==> config.mk <==
export PLATFORM = sky130hd
export DESIGN_NAME = clock_text_gen
export DESIGN_NICKNAME = d
export VERILOG_FILES = /design/src/rtl/clock_text_pkg.sv /design/src/rtl/clock_text_gen_bcd_field.sv /design/src/rtl/clock_text_gen.sv
export SDC_FILE = /design/constraint.sdc
export NUM_CORES = 1
export LEC_CHECK = 0
export CAP_MARGIN = 15
export CELL_PAD_IN_SITES_DETAIL_PLACEMENT = 1
export CELL_PAD_IN_SITES_GLOBAL_PLACEMENT = 1
export CORE_ASPECT_RATIO = 1.4
export CORE_MARGIN = 3
export CORE_UTILIZATION = 40
export DETAILED_ROUTE_END_ITERATION = 10
export PLACE_DENSITY_LB_ADDON = 0.3
export SYNTH_ARGS = -nofsm -noshare
export SYNTH_HDL_FRONTEND = slang
export SYNTH_SLANG_ARGS = --single-unit
export TNS_END_PERCENT = 50
==> constraint.sdc <==
create_clock -name clk -period 2.7 [get_ports clk]
set_input_delay 0.54 -clock clk [delete_from_list [all_inputs] [get_ports clk]]
set_output_delay 0.54 -clock clk [all_outputs]
set_load 0.02 [all_outputs]
==> src/rtl/clock_text_pkg.sv <==
// Shared encodings for the clock text generator: mode states, ASCII constants,
// screen positions of the time fields and the line-2 mode tags.
package clock_text_pkg;

  typedef enum logic [1:0] {
    MODE_RUN  = 2'd0,
    MODE_SETH = 2'd1,
    MODE_SETM = 2'd2,
    MODE_SETS = 2'd3
  } mode_t;

  localparam logic [7:0] CH_SPACE  = 8'h20;
  localparam logic [7:0] CH_COLON  = 8'h3A;
  localparam logic [7:0] CH_DIGIT0 = 8'h30;

  localparam logic [4:0] IDX_HH_T   = 5'd6;
  localparam logic [4:0] IDX_HH_O   = 5'd7;
  localparam logic [4:0] IDX_COLON1 = 5'd8;
  localparam logic [4:0] IDX_MM_T   = 5'd9;
  localparam logic [4:0] IDX_MM_O   = 5'd10;
  localparam logic [4:0] IDX_COLON2 = 5'd11;
  localparam logic [4:0] IDX_SS_T   = 5'd12;
  localparam logic [4:0] IDX_SS_O   = 5'd13;

  localparam logic [31:0] TXT_TIME = "TIME";
  localparam logic [39:0] TXT_MODE = "MODE ";

  localparam logic [23:0] TAG_RUN = "RUN";
  localparam logic [23:0] TAG_HRS = "HRS";
  localparam logic [23:0] TAG_MIN = "MIN";
  localparam logic [23:0] TAG_SEC = "SEC";

  function automatic logic [23:0] mode_tag(input mode_t m);
    case (m)
      MODE_SETH: return TAG_HRS;
      MODE_SETM: return TAG_MIN;
      MODE_SETS: return TAG_SEC;
      default:   return TAG_RUN;
    endcase
  endfunction

  // A blanked digit shows as a space so the selected field can flash.
  function automatic logic [7:0] digit_char(input logic [3:0] d, input logic blank);
    return blank ? CH_SPACE : (CH_DIGIT0 | {4'h0, d});
  endfunction

endpackage

==> src/rtl/clock_text_gen_bcd_field.sv <==
// Two-digit BCD counter wrapping at MAXV; wrap is a combinational carry-out
// so a chained field updates on the same edge as the one that rolled over.
module bcd_field #(
  parameter int MAXV = 59
) (
  input  logic       clk,
  input  logic       reset,
  input  logic       inc,
  output logic [3:0] tens,
  output logic [3:0] ones,
  output logic       wrap
);

  localparam logic [3:0] MAX_TENS = 4'(MAXV / 10);
  localparam logic [3:0] MAX_ONES = 4'(MAXV % 10);

  logic [3:0] tens_reg;
  logic [3:0] ones_reg;
  logic       at_max;

  assign at_max = (tens_reg == MAX_TENS) && (ones_reg == MAX_ONES);
  assign wrap   = inc && at_max;

  always_ff @(posedge clk) begin
    if (reset) begin
      tens_reg <= 4'd0;
      ones_reg <= 4'd0;
    end else if (inc) begin
      if (at_max) begin
        tens_reg <= 4'd0;
        ones_reg <= 4'd0;
      end else if (ones_reg == 4'd9) begin
        tens_reg <= tens_reg + 4'd1;
        ones_reg <= 4'd0;
      end else begin
        ones_reg <= ones_reg + 4'd1;
      end
    end
  end

  assign tens = tens_reg;
  assign ones = ones_reg;

endmodule

==> src/rtl/clock_text_gen.sv <==
// HH:MM:SS clock with button-driven set mode, serving a 32-character LCD
// screen image through a registered read port.
module clock_text_gen
  import clock_text_pkg::*;
#(
  parameter int CLK_HZ = 1000
) (
  input  logic       clk,
  input  logic       reset,
  input  logic       btnmode,
  input  logic       btninc,
  input  logic [4:0] rdaddr,
  output logic [7:0] rddata,
  output logic       tick1hz,
  output logic       setmode
);

  localparam int PW   = $clog2(CLK_HZ);
  localparam int HALF = CLK_HZ / 2;
  localparam int BW   = (HALF > 1) ? $clog2(HALF) : 1;
  localparam logic [PW-1:0] PRESC_TC = PW'(CLK_HZ - 1);
  localparam logic [BW-1:0] BLINK_TC = BW'(HALF - 1);

  mode_t         mode_reg, mode_next;
  logic [1:0]    mode_sync_reg, inc_sync_reg;
  logic          mode_prev_reg, inc_prev_reg;
  logic          pm, pi, pi_acc;
  logic [PW-1:0] presc_reg;
  logic [BW-1:0] blink_cnt_reg;
  logic          phase_reg;
  logic          tick_now;
  logic          tick1hz_reg, setmode_reg;
  logic [7:0]    rddata_reg, char_next;
  logic [23:0]   tag;
  logic [2:0]    fld_inc, fld_wrap, blank;
  logic [3:0]    fld_tens [3];
  logic [3:0]    fld_ones [3];
  logic          unused_hour_wrap;

  // Button synchronizers and rising-edge detectors.
  always_ff @(posedge clk) begin
    if (reset) begin
      mode_sync_reg <= 2'b00;
      inc_sync_reg  <= 2'b00;
      mode_prev_reg <= 1'b0;
      inc_prev_reg  <= 1'b0;
    end else begin
      mode_sync_reg <= {mode_sync_reg[0], btnmode};
      inc_sync_reg  <= {inc_sync_reg[0], btninc};
      mode_prev_reg <= mode_sync_reg[1];
      inc_prev_reg  <= inc_sync_reg[1];
    end
  end

  assign pm     = mode_sync_reg[1] & ~mode_prev_reg;
  assign pi     = inc_sync_reg[1] & ~inc_prev_reg;
  // Mode advance wins over an increment arriving in the same cycle.
  assign pi_acc = pi & ~pm & (mode_reg != MODE_RUN);

  always_ff @(posedge clk) begin
    if (reset) mode_reg <= MODE_RUN;
    else       mode_reg <= mode_next;
  end

  always_comb begin
    mode_next = mode_reg;
    if (pm) begin
      case (mode_reg)
        MODE_RUN:  mode_next = MODE_SETH;
        MODE_SETH: mode_next = MODE_SETM;
        MODE_SETM: mode_next = MODE_SETS;
        default:   mode_next = MODE_RUN;
      endcase
    end
  end

  assign tick_now = (mode_reg == MODE_RUN) && (presc_reg == PRESC_TC);

  always_ff @(posedge clk) begin
    if (reset || mode_reg != MODE_RUN || tick_now) presc_reg <= '0;
    else                                          presc_reg <= presc_reg + PW'(1);
  end

  // Blink restarts on entering a SET state and on every accepted increment.
  always_ff @(posedge clk) begin
    if (reset || mode_next == MODE_RUN || pm || pi_acc) begin
      blink_cnt_reg <= '0;
      phase_reg     <= 1'b0;
    end else if (blink_cnt_reg == BLINK_TC) begin
      blink_cnt_reg <= '0;
      phase_reg     <= ~phase_reg;
    end else begin
      blink_cnt_reg <= blink_cnt_reg + BW'(1);
    end
  end

  always_ff @(posedge clk) begin
    if (reset) begin
      tick1hz_reg <= 1'b0;
      setmode_reg <= 1'b0;
    end else begin
      tick1hz_reg <= tick_now;
      setmode_reg <= (mode_next != MODE_RUN);
    end
  end

  // Field 0 = seconds, 1 = minutes, 2 = hours; carries only ripple in RUN.
  assign fld_inc[0] = tick_now | (pi_acc && mode_reg == MODE_SETS);
  assign fld_inc[1] = ((mode_reg == MODE_RUN) && fld_wrap[0]) | (pi_acc && mode_reg == MODE_SETM);
  assign fld_inc[2] = ((mode_reg == MODE_RUN) && fld_wrap[1]) | (pi_acc && mode_reg == MODE_SETH);
  assign unused_hour_wrap = fld_wrap[2];

  for (genvar gi = 0; gi < 3; gi++) begin : g_field
    bcd_field #(.MAXV(gi == 2 ? 23 : 59)) u_field (
      .clk   (clk),
      .reset (reset),
      .inc   (fld_inc[gi]),
      .tens  (fld_tens[gi]),
      .ones  (fld_ones[gi]),
      .wrap  (fld_wrap[gi])
    );
  end

  assign blank[0] = phase_reg && (mode_reg == MODE_SETS);
  assign blank[1] = phase_reg && (mode_reg == MODE_SETM);
  assign blank[2] = phase_reg && (mode_reg == MODE_SETH);
  assign tag      = mode_tag(mode_reg);

  always_comb begin
    char_next = CH_SPACE;
    case (rdaddr)
      5'd0:       char_next = TXT_TIME[31:24];
      5'd1:       char_next = TXT_TIME[23:16];
      5'd2:       char_next = TXT_TIME[15:8];
      5'd3:       char_next = TXT_TIME[7:0];
      IDX_HH_T:   char_next = digit_char(fld_tens[2], blank[2]);
      IDX_HH_O:   char_next = digit_char(fld_ones[2], blank[2]);
      IDX_COLON1: char_next = CH_COLON;
      IDX_MM_T:   char_next = digit_char(fld_tens[1], blank[1]);
      IDX_MM_O:   char_next = digit_char(fld_ones[1], blank[1]);
      IDX_COLON2: char_next = CH_COLON;
      IDX_SS_T:   char_next = digit_char(fld_tens[0], blank[0]);
      IDX_SS_O:   char_next = digit_char(fld_ones[0], blank[0]);
      5'd16:      char_next = TXT_MODE[39:32];
      5'd17:      char_next = TXT_MODE[31:24];
      5'd18:      char_next = TXT_MODE[23:16];
      5'd19:      char_next = TXT_MODE[15:8];
      5'd20:      char_next = TXT_MODE[7:0];
      5'd21:      char_next = tag[23:16];
      5'd22:      char_next = tag[15:8];
      5'd23:      char_next = tag[7:0];
      default:    char_next = CH_SPACE;
    endcase
  end

  always_ff @(posedge clk) begin
    if (reset) rddata_reg <= CH_SPACE;
    else       rddata_reg <= char_next;
  end

  assign rddata  = rddata_reg;
  assign tick1hz = tick1hz_reg;
  assign setmode = setmode_reg;

endmodule

== Yosys cells after proc, flatten, opt, wreduce, memory -nomap -nowiden ==
Cells that the tools add are included.

* $add $sub $neg: 8
* Equal/unequal tests: 30
* Mux-type cells: 22
* Bitwise gates (word level): 11
* Reduce and logical (&&, ||, !) cells: 34

{| class="wikitable"
|+ Operators by type and width
! cell !! number
|-
| 8-bit one-hot mux with 16 select lines || 1
|-
| 21-bit one-hot mux with 3 select lines || 1
|-
| 4-bit two-way mux || 12
|-
| 5-bit == test (second input constant) || 7
|-
| 5-bit by 4-bit == test with 1-bit output (second input constant) || 6
|-
| 5-bit two-way mux || 6
|-
| 4-bit by 1-bit adder with 4-bit output (second input constant) || 6
|-
| 1-bit logical AND || 14
|-
| 4-bit == test (second input constant) || 3
|-
| 10-bit by 1-bit adder with 10-bit output (second input constant) || 1
|-
| 10-bit == test (second input constant) || 1
|-
| 5-bit by 2-bit == test with 1-bit output (second input constant) || 2
|-
| 5-bit by 3-bit == test with 1-bit output (second input constant) || 2
|-
| 2-bit nonzero test || 5
|-
| 9-bit by 1-bit adder with 9-bit output (second input constant) || 1
|-
| 9-bit == test (second input constant) || 1
|-
| 4-bit by 2-bit == test with 1-bit output (second input constant) || 2
|-
| 4-bit by 3-bit == test with 1-bit output (second input constant) || 2
|-
| 2-bit OR reduction || 4
|-
| 2-bit one-hot mux with 3 select lines || 1
|-
| 2-bit AND reduction || 3
|-
| 5-bit by 1-bit == test with 1-bit output (second input constant) || 1
|-
| 5-bit logical NOT || 1
|-
| 1-bit logical OR || 5
|-
| other kinds (7) || 17
|}

* Flip-flop bits (word level): 62
* Input bits: 9
* Output and inout bits: 10

== Longest topological paths before layout ==
* Word-level depth: 14
* Mapped depth: 9

== Modules after synthesis ==
A second synthesis with hierarchy kept.

* Cells, all modules: 381
* Area, all modules: 3397.0 um2

{| class="wikitable"
|+ By module, submodules not included
! module !! instances !! cells each !! area each (um2)
|-
| clock_text_gen || 1 || 245 || 2109.5
|-
| bcd_field (g_field[0].u_field ...) || 2 || 43 || 411.6
|-
| bcd_field (g_field[2].u_field) || 1 || 50 || 464.2
|}

== Worst setup path before layout ==
Ideal clock, no wire load.

* Kind: reg2reg
* From: reg mode_reg[0]
* To: reg g_field[2].u_field.tens_reg[2]
* Setup time: 0.115 ns
* Arrival time: 2.025 ns
* Data required time: 2.585 ns
* Path slack: 0.560 ns
* Cell stages (with the launch flop): 10
* Buffers on the path: 2
* Path through: dfxtp_1 inv_1 ha_1 buf_2 nor2_2 and4_1 clkbuf_1 nor3_2 or4_1 and3_1

* Word-level cells in the longest chain between the ends: 11
* Elaborated cells on any way between the ends: 18
* Those cells by class: eq/ne (3); bitwise (4); reduce/logical (11)

{| class="wikitable"
|+ RTL lines
! what !! line !! text
|-
| start: declaration || clock_text_gen.sv:24 || <nowiki>mode_t mode_reg, mode_next;</nowiki>
|-
| start signal: assignment || clock_text_gen.sv:62 || <nowiki>else mode_reg <= mode_next;</nowiki>
|-
| 2-bit nonzero test || clock_text_gen.sv:58 || <nowiki>assign pi_acc = pi & ~pm & (mode_reg != MODE_RUN);</nowiki>
|-
| 1-bit AND || clock_text_gen.sv:58 ||
|-
| 1-bit logical AND || clock_text_gen.sv:108 || <nowiki>assign fld_inc[0] = tick_now | (pi_acc && mode_reg == MODE_SETS);</nowiki>
|-
| 1-bit bitwise OR || clock_text_gen.sv:108 ||
|-
| 1-bit logical AND || clock_text_gen_bcd_field.sv:22 || <nowiki>assign wrap = inc && at_max;</nowiki>
|-
| 1-bit logical AND || clock_text_gen.sv:109 || <nowiki>assign fld_inc[1] = ((mode_reg == MODE_RUN) && fld_wrap[0]) | (pi_acc && mode_reg == MODE_SETM);</nowiki>
|-
| 1-bit bitwise OR || clock_text_gen.sv:109 ||
|-
| 1-bit logical AND || clock_text_gen_bcd_field.sv:22 ||
|-
| 1-bit logical AND || clock_text_gen.sv:110 || <nowiki>assign fld_inc[2] = ((mode_reg == MODE_RUN) && fld_wrap[1]) | (pi_acc && mode_reg == MODE_SETH);</nowiki>
|-
| 1-bit bitwise OR * || clock_text_gen.sv:110 ||
|-
| 2-bit AND reduction (no source line) * || - ||
|-
| end signal: assignment || clock_text_gen_bcd_field.sv:33 || <nowiki>tens_reg <= tens_reg + 4'd1;</nowiki>
|-
| end: declaration || clock_text_gen_bcd_field.sv:17 || <nowiki>logic [3:0] tens_reg;</nowiki>
|}

Every way passes the cells marked *; elsewhere a longest branch is shown, timed or not.
A chain may end at the register's enable or synchronous reset.

== Worst setup path in the final report ==
* From: reg mode_reg[0]
* To: reg g_field[0].u_field.tens_reg[2]

* Word-level cells in the longest chain between the ends: 5
* Elaborated cells on any way between the ends: 8
* Those cells by class: eq/ne (1); bitwise (2); reduce/logical (5)

{| class="wikitable"
|+ RTL lines
! what !! line
|-
| 2-bit nonzero test || clock_text_gen.sv:58
|-
| 1-bit AND || clock_text_gen.sv:58
|-
| 1-bit logical AND || clock_text_gen.sv:108
|-
| 1-bit bitwise OR * || clock_text_gen.sv:108
|-
| 2-bit AND reduction (no source line) * || -
|-
| end signal: assignment || clock_text_gen_bcd_field.sv:33
|-
| end: declaration || clock_text_gen_bcd_field.sv:17
|}

Marked as above.

==> impl_metrics.json <==
{
  "status": "finished clean",
  "initial_core_util_pct": 41.7,
  "die_y_um": 116,
  "hold_path_startpoint": "inc_sync_reg[0]",
  "avgSynthCellArea_sq_um": 8.32,
  "grt_pass1_wl_mm": 16.4,
  "clockBufferDepth": 2,
  "yosys_warnings": 0,
  "power_switching_w": 0.000548,
  "cts_max_level": 3,
  "yosysSeqAreaShare_pct": 35.5,
  "nets": 470,
  "synth_edf_count": 0,
  "final_cell_mix": "61 x dfxtp_1, 50 x nor2_1, 30 x a21oi_1, 24 x nand2_1, 21 x inv_1",
  "row_count": 39,
  "rsz0062_at_grt": "false",
  "finalHoldViolCount": 0,
  "syn_to_final_growth_pct": 19.2,
  "cp-start-kind": "register",
  "drive_gt1_share_pct": 11.6,
  "seq_power_share_pct": 40.6,
  "finalPower_w": 0.00228,
  "startpoint": "mode_reg[0]",
  "grt_pass1_vias": 3378,
  "path_max_fanout": 9,
  "dieWidth_um": 84.3,
  "ir_drop_mv": 0.427,
  "combPwrFrac_pct": 7.3,
  "leakage_nw": 1.52,
  "fin_util_pct": 49.7,
  "final_common_cell": "dfxtp_1",
  "core_area_sq_mm": 0.00825,
  "grt_use_total_pct": 21.2,
  "fin_tns_setup_ps": 0,
  "clockPowerShare_pct": 52.0,
  "clk_pin_slew_worst_paths_ps": 60,
  "min_path_type": "register to register",
  "final.setup_skew_ps": 11.3,
  "dieArea_sq_mm": 0.00975,
  "finalWirelength_mm": 9.67,
  "fin_area_sq_mm": 0.00410,
  "path_class": "register to register",
  "antennaDiodeCount": 0,
  "grt_start_max_net_pins": 14,
  "synth_nets": 441,
  "io_pins": 19,
  "switching_share_pct": 24.1,
  "cts_setup_buffers": 0,
  "via_per_inst": 5.83,
  "drv_slew": 0,
  "wire_per_inst_um": 17.6,
  "drt_iter0_markers": 172,
  "hold_ws_ps": 436,
  "ys.flop_type": "dfxtp_1",
  "max_slew_margin_pct": 57.6,
  "path_cells": "inv_1 > ha_1 > nand4bb_1 > nor3_4 > buf_4 > o21a_1 > a21oi_1 > a311oi_1",
  "cts_resized": 0,
  "cp.buffers_inverters": 2,
  "critPathRequiredTime_ps": 2940,
  "numCtsBuffers": 9,
  "clock_sinks": 61,
  "max_freq_mhz": 410,
  "power-per-cell-area_mw_per_mm2": 556,
  "post-dp-hpwl_mm": 7.38,
  "maxCapViolations": 0,
  "grt-ovfl-total": 0,
  "gp_congestion": 1.01,
  "async_flop_share_pct": 0,
  "final_antenna_net_count": 0,
  "crit_slowest_cell": "ha_1",
  "synth.distinct_cells": 66,
  "dr.pass1.iters": 5,
  "synthCells": 413,
  "clockRootBuffer": "clkbuf_16",
  "period_minus_slack_ps": 2440,
  "setup_viol": 0,
  "arrival_ps": 2670,
  "dpl-instance-area_sq_mm": 0.00378,
  "synth_area_sq_mm": 0.00344,
  "timing.final.crit_share_pct": 90.3,
  "intPower_w": 0.00173,
  "end_kind": "register",
  "crit_family": "compound AO/OA/AOI/OAI gates",
  "cts_tree": "yes",
  "drc_errors": 0,
  "worst_pin_slew_ps": 627,
  "cts-hold-fix-buffers": 0,
  "port_buffers": 17,
  "reg2reg_from": "mode_reg[0]",
  "max_stage_delay_ps": 420,
  "clkLatencyLatePin_ps": 340,
  "grt_antenna_before_repair": 0,
  "ys_ff_latch": 61,
  "vias": 3198
}
==> cells in the mapped netlist, types with 3 or more instances <==
cell | n | area (sq um)
dfxtp_1 | 61 | 1220
nor3b_1 | 3 | 22.5
ha_1 | 19 | 238
a22oi_1 | 3 | 22.5
a221oi_1 | 3 | 26.3
mux2i_1 | 3 | 30.0
a31o_2 | 4 | 35.0
o311ai_0 | 3 | 26.3
nor2_1 | 50 | 188
nor3_1 | 8 | 40.0
nand2_1 | 24 | 90.1
xor2_1 | 7 | 61.3
a31oi_1 | 6 | 37.5
inv_1 | 21 | 78.8
xnor2_1 | 10 | 87.6
and2_1 | 3 | 18.8
a211oi_1 | 4 | 30.0
a21oi_1 | 30 | 150
nand2b_1 | 5 | 31.3
o31ai_1 | 5 | 37.5
nor2b_1 | 10 | 62.6
clkbuf_1 | 10 | 37.5
nand3_1 | 14 | 70.1
or3_1 | 5 | 31.3
or2_2 | 5 | 31.3
nor4_1 | 3 | 18.8
nand4_1 | 6 | 37.5
and3b_1 | 3 | 26.3
o21ai_0 | 18 | 90.1
and3_1 | 12 | 75.1
or4_1 | 7 | 52.6
==> power groups by stage <==
stage	registers (W)	logic, W	clock network, W
2_1_floorplan	0.000951	0.0000907	0
3_3_place_gp	0.000944	0.000163	0
3_5_place_dp	0.000946	0.000167	0
4_1_cts	0.000926	0.000168	0.00121
5_1_grt	0.000927	0.000185	0.00125
6_report	0.000926	0.000167	0.00119
==> logic make-up after synthesis <==
family	count (synthesis)	share of synthesized area, %
xor+xnor	17	4.33
mux	4	1.20
flops	61	35.5
other cells	1	0.109
simple gates	173	27.6
compound gates	101	19.8
buf+inv	37	4.52
fa+ha+maj	19	6.92
==> per-stage QoR <==
step           setup WS [ps]  cells
2_1_floorplan            560    413
3_3_place_gp             302    533
3_5_place_dp             221    533
4_1_cts                  217    549
5_1_grt                 31.4    549
6_report                 263    549
==> routing by layer <==
metal | track usage, % | vias to the layer above | wire, um
met5 | 0 | - | 0
met4 | 12.8 | 0 | 351
met3 | 3.77 | 23 | 291
met2 | 39.0 | 46 | 5100
met1 | 22.6 | 1568 | 3920
li1 | - | 1561 | -
==> cell type report <==
type,instances,area [sq um]
Fill cell,992,4150
Multi-Input combinational cell,315,2060
Sequential cell,61,1220
Timing Repair Buffer,34,298
Clock buffer,10,239
Tap cell,102,128
Inverter,21,78.8
Clock inverter,6,71.3
==> final timing paths <==
check / endpoint / slack (ps) / cells after the start
max: g_field[0].u_field.tens[2] / 260 / 8
min: inc_sync_reg[1] / 440 / 1
max reg2reg: g_field[0].u_field.tens[2] / 260 / 8
min reg2reg: inc_sync_reg[1] / 440 / 1
Note: power is estimated with default switching activity, not from simulation.
